$ cat config.mk
export PLATFORM = sky130hd
export DESIGN_NAME = qvga_pixel_streamer
export DESIGN_NICKNAME = d
export VERILOG_FILES = /design/src/rtl/qvga_pixel_streamer.sv
export SDC_FILE = /design/constraint.sdc
export NUM_CORES = 1
export LEC_CHECK = 0
export CAP_MARGIN = 10
export CORE_MARGIN = 2
export CORE_UTILIZATION = 35
export CTS_CLUSTER_SIZE = 12
export DETAILED_ROUTE_END_ITERATION = 10
export DONT_BUFFER_PORTS = 1
export GPL_ROUTABILITY_DRIVEN = 0
export SLEW_MARGIN = 5
export SYNTH_ARGS = -nofsm -noshare
export SYNTH_HDL_FRONTEND = slang
export SYNTH_SLANG_ARGS = --single-unit
$ cat constraint.sdc
create_clock -name clk -period 3.1 [get_ports clk]
set_input_delay 0.465 -clock clk [delete_from_list [all_inputs] [get_ports clk]]
set_output_delay 0.465 -clock clk [all_outputs]
set_load 0.01 [all_outputs]
$ cat src/rtl/qvga_pixel_streamer.sv
`timescale 1ns / 1ps
// VGA timing generator and QVGA frame-buffer reader whose syncs, coordinates and pixel data
// leave aligned after the read latency. Optional QVGA_TEST_PATTERN_EN adds pattern_sel overrides.
module qvga_pixel_streamer #(
    parameter int unsigned H_ACTIVE   = 640,
    parameter int unsigned H_FP       = 16,
    parameter int unsigned H_SYNC     = 96,
    parameter int unsigned H_BP       = 48,
    parameter int unsigned V_ACTIVE   = 480,
    parameter int unsigned V_FP       = 10,
    parameter int unsigned V_SYNC     = 2,
    parameter int unsigned V_BP       = 33,
    parameter int unsigned IMG_X0     = 0,
    parameter int unsigned IMG_Y0     = 240,
    parameter int unsigned IMG_W      = 320,
    parameter int unsigned IMG_H      = 240,
    parameter int unsigned RD_LATENCY = 1
) (
    input  logic        clk,
    input  logic        reset,
`ifdef QVGA_TEST_PATTERN_EN
    input  logic [1:0]  pattern_sel,
`endif
    output logic        rd_en,
    output logic [16:0] rd_addr,
    input  logic [15:0] rd_data,
    output logic        h_sync,
    output logic        v_sync,
    output logic        DE,
    output logic [9:0]  x_pixel,
    output logic [9:0]  y_pixel,
    output logic [15:0] pixel_rgb_data,
    output logic        frame_start
);

    localparam int unsigned H_TOTAL   = H_ACTIVE + H_FP + H_SYNC + H_BP;
    localparam int unsigned V_TOTAL   = V_ACTIVE + V_FP + V_SYNC + V_BP;
    localparam int unsigned HS_FIRST  = H_ACTIVE + H_FP;
    localparam int unsigned HS_LAST   = HS_FIRST + H_SYNC - 1;
    localparam int unsigned VS_FIRST  = V_ACTIVE + V_FP;
    localparam int unsigned VS_LAST   = VS_FIRST + V_SYNC - 1;
    localparam int unsigned ADDR_LAST = IMG_W * IMG_H - 1;
    localparam int          PIPE_LEN  = 1 + int'(RD_LATENCY);

    typedef struct packed {
        logic       hs;
        logic       vs;
        logic       de;
        logic [9:0] x;
        logic [9:0] y;
        logic       fs;
        logic       win;
`ifdef QVGA_TEST_PATTERN_EN
        logic [1:0] pat;
`endif
    } stage_t;

    function automatic stage_t stage_reset();
        stage_t s;
        s    = '0;
        s.hs = 1'b1;
        s.vs = 1'b1;
        return s;
    endfunction

    logic [9:0]  h_cnt_q, h_cnt_d;
    logic [9:0]  v_cnt_q, v_cnt_d;
    logic [16:0] addr_q, addr_d, addr_cur;
    logic        rd_en_q, rd_en_d;
    logic [16:0] rd_addr_q, rd_addr_d;
    logic        in_win, win_start;
    stage_t      stage0;
    stage_t      dl_q [PIPE_LEN];
    stage_t      out_s;

    // Stage 0 raster counters; line and frame wrap share the same cycle at (H_TOTAL-1, V_TOTAL-1).
    always_comb begin
        h_cnt_d = h_cnt_q + 10'd1;
        v_cnt_d = v_cnt_q;
        if (h_cnt_q == 10'(H_TOTAL - 1)) begin
            h_cnt_d = '0;
            v_cnt_d = (v_cnt_q == 10'(V_TOTAL - 1)) ? '0 : v_cnt_q + 10'd1;
        end
    end

    // Modular subtraction folds the lower and upper window bounds into one compare.
    assign in_win    = ((h_cnt_q - 10'(IMG_X0)) < 10'(IMG_W)) &&
                       ((v_cnt_q - 10'(IMG_Y0)) < 10'(IMG_H));
    assign win_start = (h_cnt_q == 10'(IMG_X0)) && (v_cnt_q == 10'(IMG_Y0));

    always_comb begin
        stage0     = stage_reset();
        stage0.de  = (h_cnt_q < 10'(H_ACTIVE)) && (v_cnt_q < 10'(V_ACTIVE));
        stage0.x   = stage0.de ? h_cnt_q : 10'd0;
        stage0.y   = stage0.de ? v_cnt_q : 10'd0;
        stage0.hs  = !((h_cnt_q >= 10'(HS_FIRST)) && (h_cnt_q <= 10'(HS_LAST)));
        stage0.vs  = !((v_cnt_q >= 10'(VS_FIRST)) && (v_cnt_q <= 10'(VS_LAST)));
        stage0.fs  = (h_cnt_q == 10'd0) && (v_cnt_q == 10'd0);
        stage0.win = in_win;
`ifdef QVGA_TEST_PATTERN_EN
        stage0.pat = pattern_sel;
`endif
    end

    // Running read address: cleared at the window origin, saturates on the last image word.
    always_comb begin
        addr_cur  = win_start ? 17'd0 : addr_q;
        addr_d    = addr_cur;
        if (in_win && (addr_cur != 17'(ADDR_LAST))) begin
            addr_d = addr_cur + 17'd1;
        end
        rd_en_d   = in_win;
        rd_addr_d = addr_cur;
    end

    always_ff @(posedge clk or posedge reset) begin
        if (reset) begin
            h_cnt_q   <= '0;
            v_cnt_q   <= '0;
            addr_q    <= '0;
            rd_en_q   <= 1'b0;
            rd_addr_q <= '0;
        end else begin
            h_cnt_q   <= h_cnt_d;
            v_cnt_q   <= v_cnt_d;
            addr_q    <= addr_d;
            rd_en_q   <= rd_en_d;
            rd_addr_q <= rd_addr_d;
        end
    end

    always_ff @(posedge clk or posedge reset) begin
        if (reset) begin
            for (int i = 0; i < PIPE_LEN; i++) begin
                dl_q[i] <= stage_reset();
            end
        end else begin
            dl_q[0] <= stage0;
            for (int i = 1; i < PIPE_LEN; i++) begin
                dl_q[i] <= dl_q[i - 1];
            end
        end
    end

    assign out_s       = dl_q[PIPE_LEN - 1];
    assign rd_en       = rd_en_q;
    assign rd_addr     = rd_addr_q;
    assign h_sync      = out_s.hs;
    assign v_sync      = out_s.vs;
    assign DE          = out_s.de;
    assign x_pixel     = out_s.x;
    assign y_pixel     = out_s.y;
    assign frame_start = out_s.fs;

    // rd_data arrives on the same cycle the delayed coordinate reaches the output.
    always_comb begin
        pixel_rgb_data = 16'h0000;
        if (out_s.win) begin
`ifdef QVGA_TEST_PATTERN_EN
            case (out_s.pat)
                2'b01:   pixel_rgb_data = 16'hF800;
                2'b10:   pixel_rgb_data = 16'h07E0;
                2'b11:   pixel_rgb_data = 16'h001F;
                default: pixel_rgb_data = rd_data;
            endcase
`else
            pixel_rgb_data = rd_data;
`endif
        end
    end

endmodule
======== Word-level counts from Yosys, hierarchy flattened ========
Index checks and enable logic that the tools add are counted.
storage, ports and cells
  word-level logic and storage cells ...... 52
  register bits after elaboration ......... 104
  input bits .............................. 18
  output and inout port bits .............. 58
cells by class
  reduce and logical (&&, ||, !) cells .... 11
  $lt $le $gt $ge ......................... 8
  multiplexer cells ....................... 7
  $add $sub $neg .......................... 4
  equality and inequality tests ........... 4
operator list
  kind                                                             count
  two-way mux 10 bit                                               4
  two-way mux 17 bit                                               2
  adder 10 x 1 -> 10 bit, second input constant                    2
  equality test 10 bit, second input constant                      2
  logical NOT 10 bit                                               2
  < comparator 10 x 9 -> 1 bit, second input constant              2
  adder 17 x 1 -> 17 bit, second input constant                    1
  != test 17 bit, second input constant                            1
  two-way mux 16 bit                                               1
  equality test 10 x 8 -> 1 bit, second input constant             1
  >= comparator 10 bit, second input constant                      1
  >= comparator 10 x 9 -> 1 bit, second input constant             1
  less-or-equal comparator 10 bit, second input constant           1
  less-or-equal comparator 10 x 9 -> 1 bit, second input constant  1
  < comparator 10 bit, second input constant                       1
  < comparator 10 x 8 -> 1 bit, second input constant              1
  subtractor 10 x 8 -> 10 bit, second input constant               1
  logical AND 1 bit                                                7
  logical NOT 1 bit                                                2

======== Depth between registers and ports, before layout ========
Gate-level depths: netlist of run 1.
  depth after elaboration ................. 6
  gate-level depth with buffers ........... 14
  depth with buffers taken out ............ 13

======== Worst setup path before layout of run 1 ========
No wires, ideal clock.
  kind .................................... flip-flop to flip-flop
  start point ............................. register v_cnt_q[1]
  end point ............................... register addr_q[5]
  cell stages (with the launch flop) ...... 14
  setup slack ............................. 80 ps
  arrival ................................. 2,895 ps
  clock period less this slack ............ 3,020 ps
  cell sequence ........................... dfrtp_1 inv_1 ha_1 nor4b_1 nand4_1 or2_1 clkbuf_1 nand2_1 inv_1 ha_1 and2_2 a311o_4 nor3_1 mux2_2
between the ends
  cells in the longest elaborated chain, start to end .. 6
  elaborated cells between the ends (all ways) .. 10
RTL lines
  element                                                         RTL line  text
  start, declared                                                 67        logic [9:0] v_cnt_q, v_cnt_d;
  start signal, assigned                                          125       v_cnt_q <= v_cnt_d;
  equality test 10 x 8 -> 1 bit (*)                               89        assign win_start = (h_cnt_q == 10'(IMG_X0)) && (v_cnt_q == 10'(IMG_Y0));
  logical AND 1 bit (*)                                           89
  two-way mux 17 bit (*)                                          107       addr_cur = win_start ? 17'd0 : addr_q;
  named net addr_cur[0]                                           68        logic [16:0] addr_q, addr_d, addr_cur;
  branches (longest 2 deep; another with adder 17 x 1 -> 17 bit)  --
  two-way mux 17 bit (*)                                          109       if (in_win && (addr_cur != 17'(ADDR_LAST))) begin
  named net addr_d[5]                                             68
  end signal, assigned                                            126       addr_q <= addr_d;
  end, declared                                                   68
Mark *: on every way through the listed nets, which the timed path passes.
A chain may end at the register's enable or synchronous reset.

======== Worst setup path in the final report of run 1 ========
Ends and elaborated chain as after synthesis.

==> out/summary.log, run 1 <==
INFO  floorplan      dieArea=13100um2
INFO  routing        drt-wirelength-per-cell=14.7um
INFO  placement      place_worst_setup_slack=0.0229ns
INFO  cells_and_area post_route_cells_drive_above_1_share=17.2%
INFO  job            max-cap-violations=0
INFO  routing        detailroute.wirelength.met2=3600um
INFO  synthesis      synthMuxAreaShare=1.85%
INFO  placement      hpwl=5210um
INFO  timing         setup_viol_count_final=0
INFO  timing         finalClockSkew=0.0105ns
INFO  cells_and_area antenna_cells=0
INFO  clock_tree     clk_root_buffer_cell=clkbuf_16
INFO  placement      portBuffers=0
INFO  routing        antenna_left=0
INFO  synthesis      synth_top_family_by_area=simple AND/OR/NAND/NOR gates
INFO  timing         worst_slack=0.101ns
INFO  timing         fin_hold_ws=0.153ns
INFO  routing        vias=2509
INFO  synthesis      yosys_register_bits=104
INFO  worst_setup_path crit_path_max_fanout=9
INFO  synthesis      synth_compound_area_share=4.04%
INFO  worst_setup_path critPathKind=reg -> reg
INFO  synthesis      synth_enable_flop_cells=0
INFO  synthesis      synth_top_flop_cell=dfrtp_1
INFO  synthesis      syn-num-nets=389
INFO  routing        detail_route.drc_violations=0
INFO  clock_tree     cts_inserted_buffers=9
INFO  pwr            lkg_pwr=2.15nW
INFO  clock_tree     cts_tree=yes
INFO  synthesis      synth-xor-area-share=3.28%
INFO  routing        route.layer.met1.wl=3630um
INFO  routing        wl=7580um
INFO  timing         fin_crit_sh=96.7%
INFO  timing         max_clock_freq=0.333GHz
INFO  synthesis      netlist_instances=366
INFO  cells_and_area final_net_count=386
INFO  timing         timing.slew.headroom=43.7%
INFO  worst_setup_path crit_path_start=v_cnt_q[1]$_DFFE_PP0N_
INFO  timing         finalSetupTns=0ns
INFO  clock_tree     h_tree_lvls=3
INFO  pwr            ir_drop=0.000259V
INFO  global_route   wire_length_of_the_first_global_routing_pass=12600um
INFO  routing        detailedRoute.firstPassIterationCount=4
INFO  timing         finalHoldViolCount=0
INFO  synthesis      synth.distinct_cells=49
INFO  floorplan      core.rowCount=40
INFO  clock_tree     clock_sinks=104
INFO  global_route   total_overflow_reported_by_the_global_router=0
INFO  clock_tree     clkSlewWorstSetupHoldPaths=0.07ns
INFO  worst_hold_path worst_hold_path_type=in -> async
INFO  worst_setup_path cp-start-kind=register
INFO  routing        routed.top_layer=met4
INFO  synthesis      synth-seq-area-share=61.0%
INFO  synthesis      synth-async-reset-ratio=100%
INFO  synthesis      synth_area=4270um2
INFO  clock_tree     ctsHoldBuffers=0
INFO  routing        met3RoutedLength=208um
INFO  synthesis      synth.most_common_cell=dfrtp_1
INFO  cells_and_area layout_overhead_on_the_synthesized_area=10.2%
INFO  global_route   grt_start_max_net_pins=69
INFO  synthesis      synthesis.area_per_instance=11.7um2
INFO  floorplan      die_w=114um
INFO  global_route   antenna_found_initial=0
INFO  worst_setup_path reg2reg_start=v_cnt_q[1]$_DFFE_PP0N_
INFO  floorplan      die_h=114um
INFO  clock_tree     clock_latency=0.34ns
INFO  global_route   global_route.usage.total=12.4%
INFO  synthesis      post_synth_main_area_contributors=dfrtp_1 59%, and2_1 6.4%, buf_4 3.5%, dfstp_2 2.5%, nor2_1 2.4%
INFO  pwr            power.total=2.58mW
INFO  synthesis      post_synth_and_or_nand_nor_area_fraction=21.8%
INFO  worst_setup_path cp.arrival=3.23ns
INFO  floorplan      io-pin-count=76
INFO  worst_setup_path critical_path.endpoint_type=register
INFO  outcome        outcome=finished, final reports clean
INFO  synthesis      synth_fa_ha_area_share=1.46%
INFO  synthesis      synth.yosys.warnings=0
INFO  pwr            power.density_cell_area=547nW/um2
INFO  clock_tree     max-clock-path-buffers=2
INFO  synthesis      netlist_top_cells_count=100 x dfrtp_1, 44 x and2_1, 27 x nor2_1
INFO  worst_setup_path worst_ep_required_time=3.33ns
INFO  timing         timing_max_transition_violations_final=0
INFO  routing        routed_via_density=4.88
INFO  synthesis      synthDominantAreaCellType=dfrtp_1
INFO  timing         min_period=3.00ns
INFO  floorplan      placeableCoreArea=12000um2
INFO  global_route   via_count_of_the_first_global_routing_pass=2496
INFO  floorplan      start_util=35.7%
INFO  timing         worst_pin_slew=0.843ns
INFO  routing        drt-initial-drc-count=224
INFO  synthesis      synth_largest_type_area_fraction=58.6%
==> routing by layer <==
layer	global-route usage, %	up-vias
li1	-	1198
met1	17.1	1258
met2	18.2	43
met3	2.91	10
met4	6.26	0
met5	0	-
==> layout by cell type (no fill, tap or decap), drive strengths merged, types with 2 or more instances in the layout <==
cell type / n
dfrtp: 100
and2: 47
nor2: 28
nand2: 21
buf: 19
nand3: 12
nor4: 12
inv: 11
nor3: 10
o21ai: 10
xnor2: 10
and3: 10
clkbuf: 9
nand4: 8
xor2: 6
or3: 6
mux2: 5
ha: 5
dfstp: 4
a21oi: 3
o31ai: 3
nor4b: 3
o21a: 2
nor2b: 2
clkinvlp: 2
bufinv: 2
==> state kept, by name, summed over array words and instances (netlist names), 10 cells and up <==
register,cells
rd_addr,17
h_cnt_q,10
x_pixel,10
v_cnt_q,10
y_pixel,10
dl_q,26
addr_q,17
==> power by group <==
part           internal (mW)  total, mW  leakage [nW]  switching [mW]
Sequential              1.36       1.36          1.38        0.000669
Clock                  0.707       1.19         0.152           0.482
Combinational        0.00289     0.0282         0.624          0.0253
Total                   2.07       2.58          2.15           0.508
==> logic make-up after synthesis <==
kind of cell             count (synthesis)
buffers and inverters                   43
multiplexers                             6
adder cells (fa/ha/maj)                  5
XOR/XNOR                                16
AO/OA/AOI/OAI                           25
AND/OR/NAND/NOR                        166
flip-flops                             104
other                                    1
==> layout make-up <==
cell class	instances	area, um2
clock inverters	6	90.1
clock buffers	9	225
inverters	10	41.3
flip-flops and latches	104	2610
fillers	1107	7250
well taps	147	184
multi-input cells	219	1410
repair buffers	19	155
==> worst paths after layout <==
| check | to | slack, ns | cells past startpoint |
|---|---|---|---|
| worst min register to register | y_pixel[2]$_DFF_PP0_ | 0.35 | 0 |
| max in group asynchronous | h_sync$_DFF_PP1_ | 2.12 | 2 |
| worst max register to register | addr_q[5]$_DFF_PP0_ | 0.10 | 11 |
| min in group clk | y_pixel[2]$_DFF_PP0_ | 0.35 | 0 |
| worst max-delay path | addr_q[5]$_DFF_PP0_ | 0.10 | 11 |
| worst min-delay path | addr_q[6]$_DFF_PP0_ | 0.15 | 1 |
==> worst max-delay path, cell delays in order (launching register included) <==
cell and delay [ns]:
dfrtp_1 0.42, inv_2 0.10, ha_1 0.17, nor4b_2 0.20, nand4_1 0.17, or2_4 0.28
and2_1 0.19, ha_1 0.21, and2_2 0.23, a311o_4 0.42, nor3_1 0.15, mux2_2 0.35
==> stage by stage <==
stage / utilization, % / cell area, um2 / cells
after global placement: 36.5 / 4370 / 498
final: 39.4 / 4710 / 514
after global routing: 39.4 / 4710 / 514
after detailed placement: 36.5 / 4370 / 498
after CTS: 39.2 / 4690 / 513
after floorplan: - / 4280 / 366
==> timing repair <==
| action | in CTS | in global routing |
|---|---|---|
| endpoints found under the setup margin | 1 | 5 |
| pin swaps | 1 | 1 |
| setup buffers | 0 | 1 |
| resized for setup | 0 | 4 |
| endpoints found under the hold margin | 0 | 0 |
(Power assumes the default switching activity.)
==> run 2, diff against run 1 <==
- REMOVE_ABC_BUFFERS: not set -> 1
==> run 2 against run 1 <==
  * Combinational power is 5% lower
  * Cell count is 0.19% higher
  * Largest cell class unchanged
  * Critical path type unchanged
  * Core utilization is 0.19 points lower
  * Hold slack better by 0.11 ns
  * Cell area fell by 0.48%
  * Non-clock buffer count unchanged
==> out/summary.log, run 2 (same netlist as run 1, synthesis figures left out) <==
INFO  outcome        outcome=finished, final reports clean [unchanged]
INFO  routing        routed_via_density=4.93 [was 4.88]
INFO  cells_and_area final.fill_count=1124 [was 1107]
INFO  cells_and_area post_route_cells_drive_above_1_share=17.4% [was 17.2%]
INFO  timing         finalHoldViolCount=0 [unchanged]
INFO  timing         timing.slew.headroom=29.2% [was 43.7%]
INFO  cells_and_area finish.cell_count_without_fillers=515 [was 514]
INFO  routing        antenna_left=0 [unchanged]
INFO  clock_tree     clk_root_buffer_cell=clkbuf_16 [unchanged]
INFO  timing         worst_slack=0.165ns [was 0.101 ns]
INFO  clock_tree     clock_sinks=104 [unchanged]
INFO  cells_and_area largest_reg_flops=26 [unchanged]
INFO  timing         finalClockSkew=0.00742ns [was 0.0105 ns]
INFO  routing        vias=2538 [was 2509]
INFO  timing         fin_crit_sh=94.7% [was 96.7%]
INFO  floorplan      die_h=114um [unchanged]
INFO  pwr            ir_drop=0.000241V [was 0.000259 V]
INFO  routing        drt-initial-drc-count=215 [was 224]
INFO  clock_tree     ctsHoldBuffers=0 [unchanged]
INFO  worst_setup_path crit_path_max_fanout=9 [unchanged]
INFO  floorplan      placeableCoreArea=12000um2 [unchanged]
INFO  worst_setup_path cp-start-kind=register [unchanged]
INFO  clock_tree     max-clock-path-buffers=2 [unchanged]
INFO  floorplan      core.rowCount=40 [unchanged]
INFO  clock_tree     cts_inserted_buffers=9 [unchanged]
INFO  cells_and_area antenna_cells=0 [unchanged]
INFO  cells_and_area final_net_count=386 [unchanged]
INFO  placement      portBuffers=0 [unchanged]
INFO  clock_tree     clkSlewWorstSetupHoldPaths=0.07ns [about the same]
INFO  routing        drt-wirelength-per-cell=15.1um [was 14.7 um]
INFO  placement      hpwl=5450um [was 5210 um]
INFO  clock_tree     h_tree_lvls=3 [unchanged]
INFO  clock_tree     clock_latency=0.34ns [about the same]
INFO  cells_and_area finish.utilization=39.2% [was 39.4%]
INFO  floorplan      start_util=35.7% [unchanged]
INFO  global_route   total_overflow_reported_by_the_global_router=0 [unchanged]
INFO  global_route   antenna_found_initial=0 [unchanged]
INFO  placement      place_worst_setup_slack=-0.0179ns [was 0.0229 ns]
INFO  timing         grt_setup_unrepaired=false
INFO  floorplan      die_w=114um [unchanged]
INFO  worst_setup_path cp.arrival=3.16ns [was 3.23 ns]
INFO  routing        wl=7770um [was 7580 um]
INFO  placement      place.detailed.instances=499 [was 498]
INFO  timing         min_period=2.94ns [was 3.00 ns]
INFO  clock_tree     cts_tree=yes [unchanged]
INFO  timing         max_clock_freq=0.341GHz [was 0.333 GHz]
INFO  global_route   via_count_of_the_first_global_routing_pass=2559 [was 2496]
INFO  job            max-cap-violations=0 [unchanged]
INFO  global_route   global_route.usage.total=12.7% [was 12.4%]
INFO  timing         timing_max_transition_violations_final=0 [unchanged]
INFO  cells_and_area leading_cell_types_in_the_layout_fill_and_taps_excluded=100 x dfrtp_1, 44 x and2_1, 27 x nor2_1, 20 x nand2_1, 19 x buf_4 [was 100 x dfrtp_1, 44 x and2_1, 27 x nor2_1, 20 x nand2_1, 18 x buf_4]
INFO  worst_hold_path worst_hold_path_type=in -> async [unchanged]
INFO  worst_setup_path critPathKind=reg -> reg [unchanged]
INFO  cells_and_area layout_overhead_on_the_synthesized_area=9.70% [was 10.2%]
INFO  global_route   wire_length_of_the_first_global_routing_pass=13000um [was 12600 um]
INFO  global_route   grt_start_max_net_pins=90 [was 69]
INFO  floorplan      dieArea=13100um2 [unchanged]
INFO  worst_setup_path worst_ep_required_time=3.33ns [about the same]
INFO  routing        detailedRoute.firstPassIterationCount=4 [unchanged]
INFO  pwr            lkg_pwr=2.14nW [was 2.15 nW]
INFO  cells_and_area registers.top_by_ff_count=dl_q [unchanged]
INFO  worst_setup_path critical_path.endpoint_type=register [unchanged]
INFO  floorplan      io-pin-count=76 [unchanged]
INFO  pwr            power.total=2.47mW [was 2.58 mW]
INFO  timing         setup_viol_count_final=0 [unchanged]
INFO  timing         worst_pin_slew=1.06ns [was 0.843 ns]
INFO  cells_and_area final_common_cell=dfrtp_1 [unchanged]
INFO  pwr            power.density_cell_area=526nW/um2 [was 547 nW/um2]
INFO  timing         fin_hold_ws=0.260ns [was 0.153 ns]
INFO  routing        detail_route.drc_violations=0 [unchanged]
## run 2: through the flow
stage                     TNS (ns)  cell area [um2]
after floorplan              -9.06             4040
after global placement           0             4360
after detailed placement   -0.0179             4360
after CTS                        0             4660
after global routing             0             4690
final                            0             4690
## run 2: repair_timing
item	CTS	global route
setup buffers	0	0
endpoints found under the hold margin	0	0
gates resized for setup	1	5
endpoints found under the setup margin	1	4
pin swaps	0	1
## run 2: area by class of cell
class | count | area [um2] | share of cell area [%]
multi-input cells | 219 | 1420 | 30.3
clock buffers | 10 | 229 | 4.89
clock inverters | 6 | 63.8 | 1.36
flip-flops and latches | 104 | 2610 | 55.6
well taps | 147 | 184 | 3.93
repair buffers | 19 | 143 | 3.04
inverters | 10 | 40.0 | 0.854
## run 2: where the power goes
group | switching, mW | internal [mW] | total, mW
clock network | 0.514 | 0.567 | 1.08
logic | 0.0248 | 0.00194 | 0.0268
registers | 0.000673 | 1.36 | 1.36
## run 2: per-layer routing
layer  GRT usage, %  part of all wire (%)  wire [um]  vias up
met1           16.5                    44       3420     1247
met4           5.12                   1.4        105        0
met2           20.6                    49       3830       86
li1               -                     -          -     1197
met5              0                     0          0        -
met3           2.86                   5.4        418        8
## run 2: critical path: stages, from the launching register on
cell	delay, ns
dfrtp_1	0.42
inv_2	0.09
ha_1	0.16
nor4b_2	0.19
nand4_1	0.15
or2_4	0.27
and2_1	0.19
ha_1	0.21
and2_2	0.23
a311o_4	0.42
nor3_2	0.13
mux2_2	0.35
## run 2: final timing paths
kind                                   startpoint  slack (ns)              endpoint  cells after the start
setup / recovery           v_cnt_q[1]$_DFFE_PP0N_        0.16   addr_q[5]$_DFF_PP0_                     11
min in group clk               dl_q[35]$_DFF_PP0_        0.35  y_pixel[8]$_DFF_PP0_                      0
hold reg to reg                dl_q[35]$_DFF_PP0_        0.35  y_pixel[8]$_DFF_PP0_                      0
hold / removal                              reset        0.26  y_pixel[9]$_DFF_PP0_                      1
max in group asynchronous                   reset        2.08   addr_q[0]$_DFF_PP0_                      2
setup reg to reg           v_cnt_q[1]$_DFFE_PP0N_        0.16   addr_q[5]$_DFF_PP0_                     11
==> run 3, diff against run 2 <==
- PLACE_DENSITY: not set -> 0.59
==> run 3 against run 2 <==
  * Setup slack got worse by 0.029 ns
  * Sequential power barely moved
  * Sequential cell count unchanged
  * Register-to-register slack lost 0.03 ns
  * Largest power group unchanged
  * Largest cell class unchanged
  * Die area is the same
  * Critical path type unchanged
  * Via count up 1.4%
  * Clock power about the same
  * Sequential share of layout area barely moved
  * Non-clock buffer count stayed put
  * Clock skew about the same
  * First-iteration DRC count increased by 7.4%
==> out/summary.log, run 3 (same netlist as run 1, synthesis figures left out) <==
INFO  clock_tree     h_tree_lvls=3 [unchanged]
INFO  worst_setup_path critical_path.endpoint_type=register [unchanged]
INFO  clock_tree     cts_tree=yes [unchanged]
INFO  routing        detailroute.wirelength.met2=4160um [was 3830 um]
INFO  floorplan      io-pin-count=76 [unchanged]
INFO  worst_setup_path critical-path-slowest-cell=dfrtp_2 [was dfrtp_1]
INFO  routing        met3RoutedLength=436um [was 418 um]
INFO  clock_tree     cts_inserted_buffers=9 [unchanged]
INFO  cells_and_area post_route_cells_drive_above_1_share=18.2% [was 17.4%]
INFO  global_route   grt_start_max_net_pins=89 [was 90]
INFO  pwr            internal_power=1.94mW [was 1.93 mW]
INFO  global_route   global_route.usage.total=13.3% [was 12.7%]
INFO  floorplan      core.rowCount=40 [unchanged]
INFO  routing        route.layer.met1.wl=3630um [was 3420 um]
INFO  global_route   antenna_found_initial=0 [unchanged]
INFO  timing         max_clock_freq=0.337GHz [was 0.341 GHz]
INFO  worst_setup_path crit_buf_inv=1 [unchanged]
INFO  cells_and_area final.fill_count=1140 [was 1124]
INFO  pwr            ir_drop=0.000249V [was 0.000241 V]
INFO  worst_setup_path cp.arrival=3.20ns [was 3.16 ns]
INFO  placement      portBuffers=0 [unchanged]
INFO  routing        antenna_left=0 [unchanged]
INFO  floorplan      placeableCoreArea=12000um2 [unchanged]
INFO  worst_hold_path worst_hold_path_type=in -> async [unchanged]
INFO  placement      place_worst_setup_slack=0.0521ns [was -0.0179 ns]
INFO  timing         worst_pin_slew=1.06ns [about the same]
INFO  routing        drt-wirelength-per-cell=16.3um [was 15.1 um]
INFO  cells_and_area layout_overhead_on_the_synthesized_area=9.75% [was 9.70%]
INFO  clock_tree     clkSlewWorstSetupHoldPaths=0.07ns [about the same]
INFO  placement      place.detailed.instances=497 [was 499]
INFO  cells_and_area multi_input_area=1420um2 [about the same]
INFO  cells_and_area registers.top_by_ff_count=dl_q [unchanged]
INFO  floorplan      dieArea=13100um2 [unchanged]
INFO  timing         fin_hold_ws=0.241ns [was 0.260 ns]
INFO  floorplan      die_h=114um [unchanged]
INFO  pwr            fraction_of_power_consumed_by_the_clock_network=43.9% [was 43.8%]
INFO  global_route   wire_length_of_the_first_global_routing_pass=13400um [was 13000 um]
INFO  routing        detail_route.drc_violations=0 [unchanged]
INFO  clock_tree     clk_root_buffer_cell=clkbuf_16 [unchanged]
INFO  clock_tree     max-clock-path-buffers=2 [unchanged]
INFO  pwr            power.density_cell_area=527nW/um2 [was 526 nW/um2]
INFO  timing         fin_crit_sh=95.6% [was 94.7%]
INFO  worst_setup_path path_depth=11 [unchanged]
INFO  routing        drt-initial-drc-count=231 [was 215]
INFO  worst_setup_path worst_ep_required_time=3.33ns [about the same]
INFO  cells_and_area finish.cell_count_without_fillers=515 [unchanged]
INFO  worst_setup_path largest_stage_delay_on_the_critical_path=0.44ns [was 0.42 ns]
INFO  timing         timing.slew.headroom=29.2% [about the same]
INFO  cells_and_area final_net_count=386 [unchanged]
INFO  floorplan      die_w=114um [unchanged]
INFO  cells_and_area antenna_cells=0 [unchanged]
INFO  cells_and_area final_common_cell=dfrtp_1 [unchanged]
INFO  routing        routed_via_density=5.00 [was 4.93]
INFO  worst_setup_path timing.critical_path.cells=inv_1 > ha_1 > nor4b_4 > nand4_1 > or2_1 > and2_4 > ha_1 > and2_4 > a311o_4 > nor3_2 > mux2_2 [was inv_2 > ha_1 > nor4b_2 > nand4_1 > or2_4 > and2_1 > ha_1 > and2_2 > a311o_4 > nor3_2 > mux2_2]
INFO  clock_tree     clock_sinks=104 [unchanged]
INFO  job            max-cap-violations=0 [unchanged]
INFO  worst_setup_path crit_path_max_fanout=8 [was 9]
INFO  timing         finalHoldViolCount=0 [unchanged]
INFO  pwr            power.total=2.47mW [about the same]
INFO  timing         min_period=2.96ns [was 2.94 ns]
INFO  placement      hpwl=5660um [was 5450 um]
INFO  timing         timing_max_transition_violations_final=0 [unchanged]
INFO  clock_tree     clock_latency=0.35ns [was 0.34 ns]
INFO  global_route   via_count_of_the_first_global_routing_pass=2563 [was 2559]
INFO  worst_setup_path critical-path-top-delay-family=simple AND/OR/NAND/NOR gates [unchanged]
INFO  cells_and_area register_area=2610um2 [about the same]
INFO  worst_setup_path critPathKind=reg -> reg [unchanged]
INFO  pwr            seqPwrFrac=55.0% [was 55.1%]
INFO  pwr            lkg_pwr=2.16nW [was 2.14 nW]
INFO  pwr            switching_share=21.6% [was 21.9%]
INFO  worst_setup_path cp-start-kind=register [unchanged]
INFO  pwr            p_comb_share=1.1% [about the same]
INFO  timing         finalClockSkew=0.00726ns [was 0.00742 ns]
INFO  global_route   total_overflow_reported_by_the_global_router=0 [unchanged]
INFO  routing        wl=8390um [was 7770 um]
INFO  cells_and_area largest_reg_flops=26 [unchanged]
INFO  routing        routed.top_layer=met4 [unchanged]
INFO  timing         worst_slack=0.136ns [was 0.165 ns]
INFO  outcome        outcome=finished, final reports clean [unchanged]
INFO  timing         setup_viol_count_final=0 [unchanged]
INFO  pwr            net-switching-power=0.534mW [was 0.540 mW]
INFO  routing        vias=2574 [was 2538]
INFO  routing        detailedRoute.firstPassIterationCount=4 [unchanged]
INFO  floorplan      start_util=35.7% [unchanged]
INFO  worst_setup_path reg2regPathDepth=11 [unchanged]
INFO  cells_and_area leading_cell_types_in_the_layout_fill_and_taps_excluded=99 x dfrtp_1, 43 x and2_1, 26 x nor2_1, 20 x nand2_1, 19 x buf_4 [was 100 x dfrtp_1, 44 x and2_1, 27 x nor2_1, 20 x nand2_1, 19 x buf_4]
==> run 3: per-layer routing <==
metal	global-route usage, %	up-vias
li1	-	1206
met1	16.7	1285
met4	5.37	0
met5	0	-
met3	3.55	13
met2	21.9	70
==> run 3: path summary, 6_finish.rpt <==
| path | startpoint | endpoint | slack, ns |
|---|---|---|---|
| min in group clk | dl_q[40]$_DFF_PP0_ | x_pixel[3]$_DFF_PP0_ | 0.35 |
| hold reg to reg | dl_q[40]$_DFF_PP0_ | x_pixel[3]$_DFF_PP0_ | 0.35 |
| setup reg to reg | v_cnt_q[0]$_DFFE_PP0N_ | addr_q[5]$_DFF_PP0_ | 0.14 |
| hold / removal | reset | y_pixel[7]$_DFF_PP0_ | 0.24 |
| setup / recovery | v_cnt_q[0]$_DFFE_PP0N_ | addr_q[5]$_DFF_PP0_ | 0.14 |
| max in group asynchronous | reset | addr_q[3]$_DFF_PP0_ | 2.09 |
==> run 3: layout make-up <==
cell class / count / area share, %
clock buffers: 10 / 5.10
clock inverters: 6 / 1.09
inverters: 10 / 0.854
multi-input cells: 219 / 30.3
flip-flops and latches: 104 / 55.6
well taps: 147 / 3.92
repair buffers: 19 / 3.04
==> run 3: stage by stage <==
step	setup TNS, ns	cell area (um2)	util [%]
2_1_floorplan	-9.06	4040	-
3_3_place_gp	0	4350	36.4
3_5_place_dp	0	4350	36.4
4_1_cts	0	4640	38.8
5_1_grt	-0.189	4690	39.2
6_report	0	4690	39.2
==> run 3: power by group through the flow <==
stage | clock (mW) | combinational, mW | sequential (mW)
3_3_place_gp | 0 | 0.0288 | 1.38
6_report | 1.08 | 0.0275 | 1.36
4_1_cts | 1.12 | 0.0301 | 1.36
5_1_grt | 1.18 | 0.0334 | 1.36
3_5_place_dp | 0 | 0.0301 | 1.38
2_1_floorplan | 0 | 0.0198 | 1.38
==> run 3: what timing repair did <==
action | CTS | global route
hold buffers | 0 | 0
setup buffers | 0 | 2
resized for setup | 0 | 9
endpoints found under the setup margin | 0 | 4
